[src/rtl/axi_lsu_read_slave.sv]
// axi_lsu_read_slave: single-outstanding AXI-style read responder with a programmable memory wait
module axi_lsu_read_slave #(
   parameter int                ADDR_W   = 64,
   parameter int                DATA_W   = 64,
   parameter int                LATENCY  = 2,
   parameter logic [ADDR_W-1:0] MEM_BASE = ADDR_W'(64'h8000_0000),
   parameter logic [ADDR_W-1:0] MEM_SIZE = ADDR_W'(64'h0800_0000)
) (
   input  logic              clk,
   input  logic              rst,
   input  logic [ADDR_W-1:0] lsu_ar_addr,
   input  logic              lsu_ar_valid,
   output logic              lsu_ar_ready,
   output logic [DATA_W-1:0] lsu_r_data,
   output logic [1:0]        lsu_r_resp,
   output logic              lsu_r_valid,
   input  logic              lsu_r_ready,
   output logic              mem_rd_en,
   output logic [ADDR_W-1:0] mem_rd_addr,
   input  logic [DATA_W-1:0] mem_rd_data
);
   localparam logic [1:0] IDLE = 2'd0, WAIT = 2'd1, RESP = 2'd2;
   localparam logic [ADDR_W:0] LO = {1'b0, MEM_BASE};
   localparam logic [ADDR_W:0] HI = {1'b0, MEM_BASE} + {1'b0, MEM_SIZE} - (ADDR_W+1)'(8);
   localparam logic [3:0] LAT = 4'(LATENCY);
   logic [1:0] state;
   logic [3:0] cnt;
   logic       legal;
   if (LATENCY < 1 || LATENCY > 15) begin : g_lat_check
      $error("axi_lsu_read_slave: LATENCY %0d outside 1..15", LATENCY);
   end
   assign lsu_ar_ready = (state == IDLE) & ~rst;
   assign legal = (lsu_ar_addr[2:0] == 3'b000) && ({1'b0, lsu_ar_addr} >= LO) && ({1'b0, lsu_ar_addr} <= HI);
   // request/wait/response sequencing; the read strobe is a single-cycle pulse on WAIT entry
   always_ff @(posedge clk) begin
      if (rst) begin
         state       <= IDLE;
         cnt         <= '0;
         lsu_r_valid <= 1'b0;
         lsu_r_data  <= '0;
         lsu_r_resp  <= 2'b00;
         mem_rd_en   <= 1'b0;
         mem_rd_addr <= '0;
      end else begin
         mem_rd_en <= 1'b0;
         case (state)
            IDLE: if (lsu_ar_valid) begin
               if (legal) begin
                  state       <= WAIT;
                  cnt         <= 4'd1;
                  mem_rd_en   <= 1'b1;
                  mem_rd_addr <= lsu_ar_addr;
               end else begin
                  state       <= RESP;
                  lsu_r_valid <= 1'b1;
                  lsu_r_resp  <= 2'b10;
                  lsu_r_data  <= '0;
               end
            end
            WAIT: if (cnt == LAT) begin
               state       <= RESP;
               lsu_r_valid <= 1'b1;
               lsu_r_resp  <= 2'b00;
               lsu_r_data  <= mem_rd_data;
            end else begin
               cnt <= cnt + 4'd1;
            end
            RESP: if (lsu_r_ready) begin
               state       <= IDLE;
               lsu_r_valid <= 1'b0;
            end
            default: state <= IDLE;
         endcase
      end
   end
endmodule
[config.mk]
export PLATFORM = sky130hd
export DESIGN_NAME = axi_lsu_read_slave
export DESIGN_NICKNAME = d
export VERILOG_FILES = /design/src/rtl/axi_lsu_read_slave.sv
export SDC_FILE = /design/constraint.sdc
export NUM_CORES = 1
export LEC_CHECK = 0
export ABC_AREA = 1
export CORE_UTILIZATION = 40
export CTS_CLUSTER_SIZE = 28
export DETAILED_ROUTE_END_ITERATION = 10
export HOLD_SLACK_MARGIN = 0.15
export PLACE_DENSITY = 0.77
export SETUP_SLACK_MARGIN = 0.5
export SYNTH_ARGS = -nofsm -noshare
export SYNTH_HDL_FRONTEND = slang
export SYNTH_SLANG_ARGS = --single-unit
[constraint.sdc]
create_clock -name clk -period 2.9 [get_ports clk]
set_input_delay 0.29 -clock clk [delete_from_list [all_inputs] [get_ports clk]]
set_output_delay 0.29 -clock clk [all_outputs]
set_load 0.05 [all_outputs]
==> out/qor.txt, run 1 <==
Worst Path Required: 3.26 ns
Final hold violation count: 0
Worst hold path depth: 2
H-tree Lvls: 4
Buffers on Ports: 263
Deepest clock path buffer count: 2
Wirelength per Cell: 12.7 um
Max-Cap Viols: 0
Hold Path End: lsu_r_valid
Cell Area, Synth: 0.00595 mm^2
#FFs+latches synth: 137
CTS tree: yes
Final core utilization: 0.637
Total clock sinks: 137
Setup bufs post-CTS: 0
Pins over their slew limit: 0
Avg Vias per Cell: 4.60
Fin cells: 1319
CTS resizes: 0
Count of cell types in the netlist: 24
First-pass GRT wire length: 26300 um
Max frequency: 494 MHz
Grt total ovfl: 0
Width of the die: 124 um
Antenna violations before repair: 0
Layout cells sized above 1: 0.0476
Worst rel slew slack: 0.322
GP Congestion: 0.769
Area growth, synth to finish: 55.7%
Post-synth top area share: 0.461
Die ar.: 0.0154 mm^2
Worst EP arrival: 2.38 ns
Post-route ant nets: 0
Synth Instances: 889
Reg-to-Reg End: mem_rd_addr[42]
PD cells: 627 mW/mm^2
Root buffer cell: clkbuf_16
Final setup fails: 0
RSZ-0062 raised after global routing: no
Initial core utilization: 0.409
Setup TNS: 0 ns
CP max FO: 64
All-layer global routing usage: 0.220
Hold crit path type: reg2reg
Reg2reg start: state[1]
Row count: 44
Fin crit period: 2.02 ns
Seq/Total Area, Yosys: 0.461
Synth top area cells: dfxtp_1 (46%), nand2_1 (13%), inv_1 (11%)
Die height: 124 um
Hold Path Origin: lsu_r_valid
Status: complete, no violations
Fillers: 1257
Startpoint types: register
Antenna fix cells: 0
Slew @ Worst Pin: 1.02 ns
Setup CP Type: reg2reg
Clock Skew: 0.00788 ns
Pin count of the biggest net entering global routing: 75
Syn Nets: 1023
Top Ports: 265
Vias: 6073
Fin worst setup slack: 0.878 ns
CTS Buf Count: 17
Worst-Skew Late Latency: 0.41 ns
Dpl ws: 0.519 ns
FF-to-FF path depth: 6
Cells after DPL: 1288
TritonRoute pass-1 iters: 6
Leak pwr: 4.45 nW
Crit path capture type: register
Vias in the first global route: 5561
DP HPWL: 11000 um
Nets: 1257
FF-to-FF setup slack: 0.88 ns
Core Region: 0.0145 mm^2
Peak supply drop: 0.391 mV
# hold bufs at CTS: 0
Reg clk slew, reported paths: 0.06 ns
Total wire length: 16800 um
Final period utilization: 0.697
DRC: 0
DRT iter0 DRCs: 325
Synth warn: 0
Syn_area_per_cell: 6.69 um^2
Largest area contributor in the netlist: dfxtp_1
[state kept, by name, summed over array words and instances (netlist names)]
signal	count
state	2
mem_rd_en	1
lsu_r_data	64
lsu_r_resp	1
mem_rd_addr	64
lsu_r_valid	1
cnt	4
[worst max-delay path by stage]
stage | startpoint | endpoint | slack [ns] | cells past startpoint
6_report | state[1] | mem_rd_addr[42] | 0.88 | 6
3_3_place_gp | lsu_ar_addr[47] | mem_rd_addr[13] | 0.55 | 11
4_1_cts | state[1] | lsu_ar_ready | 0.52 | 4
3_5_place_dp | lsu_ar_addr[43] | mem_rd_addr[48] | 0.52 | 11
5_1_grt | state[1] | mem_rd_addr[48] | 0.64 | 6
2_1_floorplan | state[1] | lsu_ar_ready | 1.36 | 3
[synth_stat cells, drive strengths merged]
library cell / number
a21oi: 6
buf: 35
clkbuf: 24
conb: 1
dfxtp: 137
ha: 2
inv: 181
nand2: 209
nand3: 48
nand4: 69
nor2: 146
nor3: 1
o21a: 1
o21ai: 27
or2: 1
xnor2: 1
[area by class of cell]
cell class                 instances  area, um^2  area share
tap                              184         230      0.0249
multi-input combinational        512        2270       0.245
timing repair buffer             274        2760       0.297
clock buffer                      17         425      0.0459
sequential                       137        2740       0.296
clock inverter                    14         163      0.0176
inverter                         181         681      0.0735
[layer usage]
| metal | GRT usage | vias up | part of all wire |
|---|---|---|---|
| li1 | - | 3139 | - |
| met1 | 0.255 | 2635 | 0.42 |
| met2 | 0.354 | 262 | 0.44 |
| met3 | 0.101 | 37 | 0.12 |
| met4 | 0.0856 | 0 | 0.023 |
| met5 | 0 | - | 0 |
[cell usage in the layout, fill, tap and decap left out, types with 8 or more instances in the layout]
| master | count |
|---|---|
| buf_4 | 8 |
| clkbuf_16 | 17 |
| clkdlybuf4s50_1 | 262 |
| dfxtp_1 | 137 |
| inv_1 | 178 |
| nand2_1 | 208 |
| nand3_1 | 46 |
| nand4_1 | 69 |
| nor2_1 | 141 |
| o21ai_0 | 24 |
[kinds of logic (layout without fill, tap and decap cells)]
family | count (synthesis) | after routing | share of synthesized area
other | 1 | 1 | 0.000630
AO/OA/AOI/OAI | 34 | 34 | 0.0290
XOR/XNOR | 1 | 1 | 0.00147
flip-flops | 137 | 137 | 0.461
buffers and inverters | 240 | 486 | 0.161
adder cells (fa/ha/maj) | 2 | 2 | 0.00421
AND/OR/NAND/NOR | 474 | 474 | 0.343
[through the flow]
stage | total power, mW | hold slack [ns] | cell area, um^2
final | 5.80 | 0.449 | 9260
after global routing | 6.11 | 0.450 | 9260
after CTS | 5.86 | 0.444 | 9260
after detailed placement | 3.69 | 0.437 | 8670
after global placement | 3.68 | 0.436 | 8670
after floorplan | 3.14 | 0.425 | 5950
[worst max-delay path: stages, from the launching register on]
cell and delay (ns):
dfxtp_1 0.51, nor2_2 0.13, nand3_2 0.23, nor2_4 0.05, inv_2 0.72, nand3_1 0.18, inv_1 0.11
[power breakdown]
part	leakage [nW]	switching [mW]	internal, mW
sequential	1.12	0.0685	2.02
clock	0.281	0.877	1.28
combinational	3.05	0.961	0.596
total	4.45	1.91	3.90
Note: power is estimated with default switching activity, not from simulation.
==> inputs of run 2 (changes only) <==
==> constraint.sdc (replaced) <==
create_clock -name clk -period 1.9 [get_ports clk]
set_input_delay 0.19 -clock clk [delete_from_list [all_inputs] [get_ports clk]]
set_output_delay 0.19 -clock clk [all_outputs]
set_load 0.05 [all_outputs]
==> run 2 against run 1 <==
Sequential power increased by 53%. Count of clock-buffer cells in the layout unchanged. Via count increased by 17%. Clock power increased by 56%. Utilization increased by 17 points. Largest power group is now combinational logic. Die area unchanged.
==> out/qor.txt, run 2 (same netlist as run 1, synthesis figures left out) <==
Avg Vias per Cell: 5.03
Largest registers: lsu_r_data: 64 flops, mem_rd_addr: 64 flops, cnt: 4 flops
Die ar.: 0.0154 mm^2
H-tree Lvls: 4
Antenna violations before repair: 0
Worst EP arrival: 1.97 ns
Wirelength per Cell: 17.7 um
Vias: 7083
Worst path max stage delay: 0.36 ns
Max frequency: 612 MHz
Final setup fails: 0
Commonest cells after routing, fill and taps aside: nand2_1 (183), inv_1 (156), dfxtp_1 (132)
First-pass GRT wire length: 31000 um
Core Region: 0.0145 mm^2
CP max FO: 5
Layout cells sized above 1: 0.318
Startpoint types: register
Total wire length: 24900 um
Fin crit period: 1.63 ns
RSZ-0062 raised after global routing: yes
Worst-Skew Late Latency: 0.43 ns
Pin count of the biggest net entering global routing: 91
Most common cell after layout, fill and taps aside: nand2_1
Hold Path Origin: lsu_ar_addr[22]
Reg-to-Reg End: mem_rd_addr[8]
Nets: 1346
FF-to-FF setup slack: 0.27 ns
Crit path capture type: register
Post-route ant nets: 0
Reg clk slew, reported paths: 0.06 ns
Setup TNS: 0 ns
Worst-path cell chain: nor2_4 -> buf_6 -> nand3_4 -> nor2_4 -> buf_6 -> buf_12 -> buf_16 -> o21ai_4 -> nor2_1
Die height: 124 um
Status: complete, no violations
Top Family by Delay on Critical Path: simple AND/OR/NAND/NOR gates
Leak pwr: 5.51 nW
CP max-delay cell: dfxtp_4
Root buffer cell: clkbuf_16
Max layer used: met4
Final period utilization: 0.860
Initial core utilization: 0.409
Hold crit path type: in2reg
Met2 routed WL: 12400 um
Grt total ovfl: 0
Seq pwr share: 0.320
DRC: 0
GP Congestion: 0.754
FF-to-FF path depth: 9
Area growth, synth to finish: 96.3%
Setup CP Type: reg2reg
Deepest clock path buffer count: 2
Placed Area: 0.00884 mm^2
DRT met1 WL: 9380 um
Hold WS: 0.358 ns
Combinational power share: 0.344
CTS tree: yes
Width of the die: 124 um
P_int: 6.49 mW
# hold bufs at CTS: 0
Vias in the first global route: 6353
Hold Path End: mem_rd_addr[22]
Reg2reg start: state[0]
Worst rel slew slack: 0.625
Slew @ Worst Pin: 0.563 ns
CTS Buf Count: 17
Routed wl met3: 2590 um
Pins over their slew limit: 0
Switching Fraction: 0.350
TritonRoute pass-1 iters: 8
DP HPWL: 11200 um
Worst hold path depth: 3
Clock Skew: 0.0113 ns
DRT iter0 DRCs: 489
CP bufs+invs: 4
Top Ports: 265
All-layer global routing usage: 0.266
Max-Cap Viols: 0
Clock share of power: 0.336
Buffers on Ports: 263
Switch Pwr: 3.49 mW
Antenna fix cells: 0
Total clock sinks: 137
Peak supply drop: 0.658 mV
Final hold violation count: 0
Final Cell Area: 0.0117 mm^2
PD cells: 855 mW/mm^2
Worst Path Required: 2.24 ns
Row count: 44
==> run 2: changes by cell type in the layout (fill, tap and decap cells not counted), moves of 22 or more <==
cell	change
nand2_1	-25
clkdlybuf4s15_2	+126
o21ai_0	-23
buf_12	+23
nand3_1	-23
inv_1	-22
clkdlybuf4s50_1	-162
==> run 2: layout make-up <==
| class | count | area (um^2) |
|---|---|---|
| fill | 848 | 2860 |
| tap | 184 | 230 |
| multi-input combinational | 512 | 2810 |
| sequential | 137 | 2750 |
| clock inverter | 15 | 168 |
| timing repair buffer | 363 | 4600 |
| clock buffer | 17 | 425 |
| inverter | 181 | 686 |
==> run 2: timing repair <==
| item | in CTS | in global routing |
|---|---|---|
| setup buffers | 23 | 19 |
| setup endpoints to repair | 268 | 141 |
| cloned | 19 | 17 |
| gates resized for setup | 502 | 167 |
| pin swaps | 42 | 107 |
==> run 2: metrics by stage <==
| step | instances | power (mW) | setup slack [ns] | util |
|---|---|---|---|---|
| global placement | 1299 | 5.65 | -0.00336 | 0.608 |
| detailed placement | 1299 | 5.68 | -0.0743 | 0.608 |
| global route | 1409 | 10.4 | 0.188 | 0.804 |
| floorplan | 889 | 4.80 | 0.511 | - |
| finish | 1409 | 9.98 | 0.266 | 0.804 |
| CTS | 1373 | 9.56 | 0.370 | 0.730 |
==> run 2: worst register-to-register path, stage by stage, from the launching register on <==
cell,delay [ns]
dfxtp_4,0.36
nor2_4,0.13
buf_6,0.12
nand3_4,0.12
nor2_4,0.17
buf_6,0.13
buf_12,0.12
buf_16,0.13
o21ai_4,0.06
nor2_1,0.21
==> run 2: how the worst max path moves through the flow <==
stage | start | endpoint | cells after the start
finish | state[0] | mem_rd_addr[8] | 9
global route | lsu_ar_addr[1] | mem_rd_addr[20] | 12
CTS | lsu_r_data[59] | lsu_r_data[59] | 1
detailed placement | lsu_ar_addr[31] | lsu_r_data[36] | 11
global placement | lsu_ar_addr[47] | lsu_r_data[24] | 12
floorplan | state[1] | lsu_r_data[0] | 10
==> run 2: power groups by stage <==
| stage | logic [mW] | clock network, mW | registers [mW] |
|---|---|---|---|
| after floorplan | 0.882 | 0 | 3.92 |
| after global placement | 2.41 | 0 | 3.24 |
| after detailed placement | 2.43 | 0 | 3.25 |
| after CTS | 2.98 | 3.39 | 3.19 |
| after global routing | 3.63 | 3.53 | 3.21 |
| final | 3.43 | 3.36 | 3.19 |
==> run 2: routing by layer <==
layer / up-vias / track usage
li1: 3355 / -
met1: 3290 / 0.306
met2: 388 / 0.429
met3: 50 / 0.112
met4: 0 / 0.118
met5: - / 0
==> inputs of run 3 (changes only) <==
--- a/config.mk
+++ b/config.mk
@@ -12,6 +12,7 @@
 export HOLD_SLACK_MARGIN = 0.15
 export PLACE_DENSITY = 0.77
 export SETUP_SLACK_MARGIN = 0.5
+export SLEW_MARGIN = 20
 export SYNTH_ARGS = -nofsm -noshare
 export SYNTH_HDL_FRONTEND = slang
 export SYNTH_SLANG_ARGS = --single-unit
==> results of run 3 <==
Same layout as run 2: the final DEF is identical, and so are final timing and power.
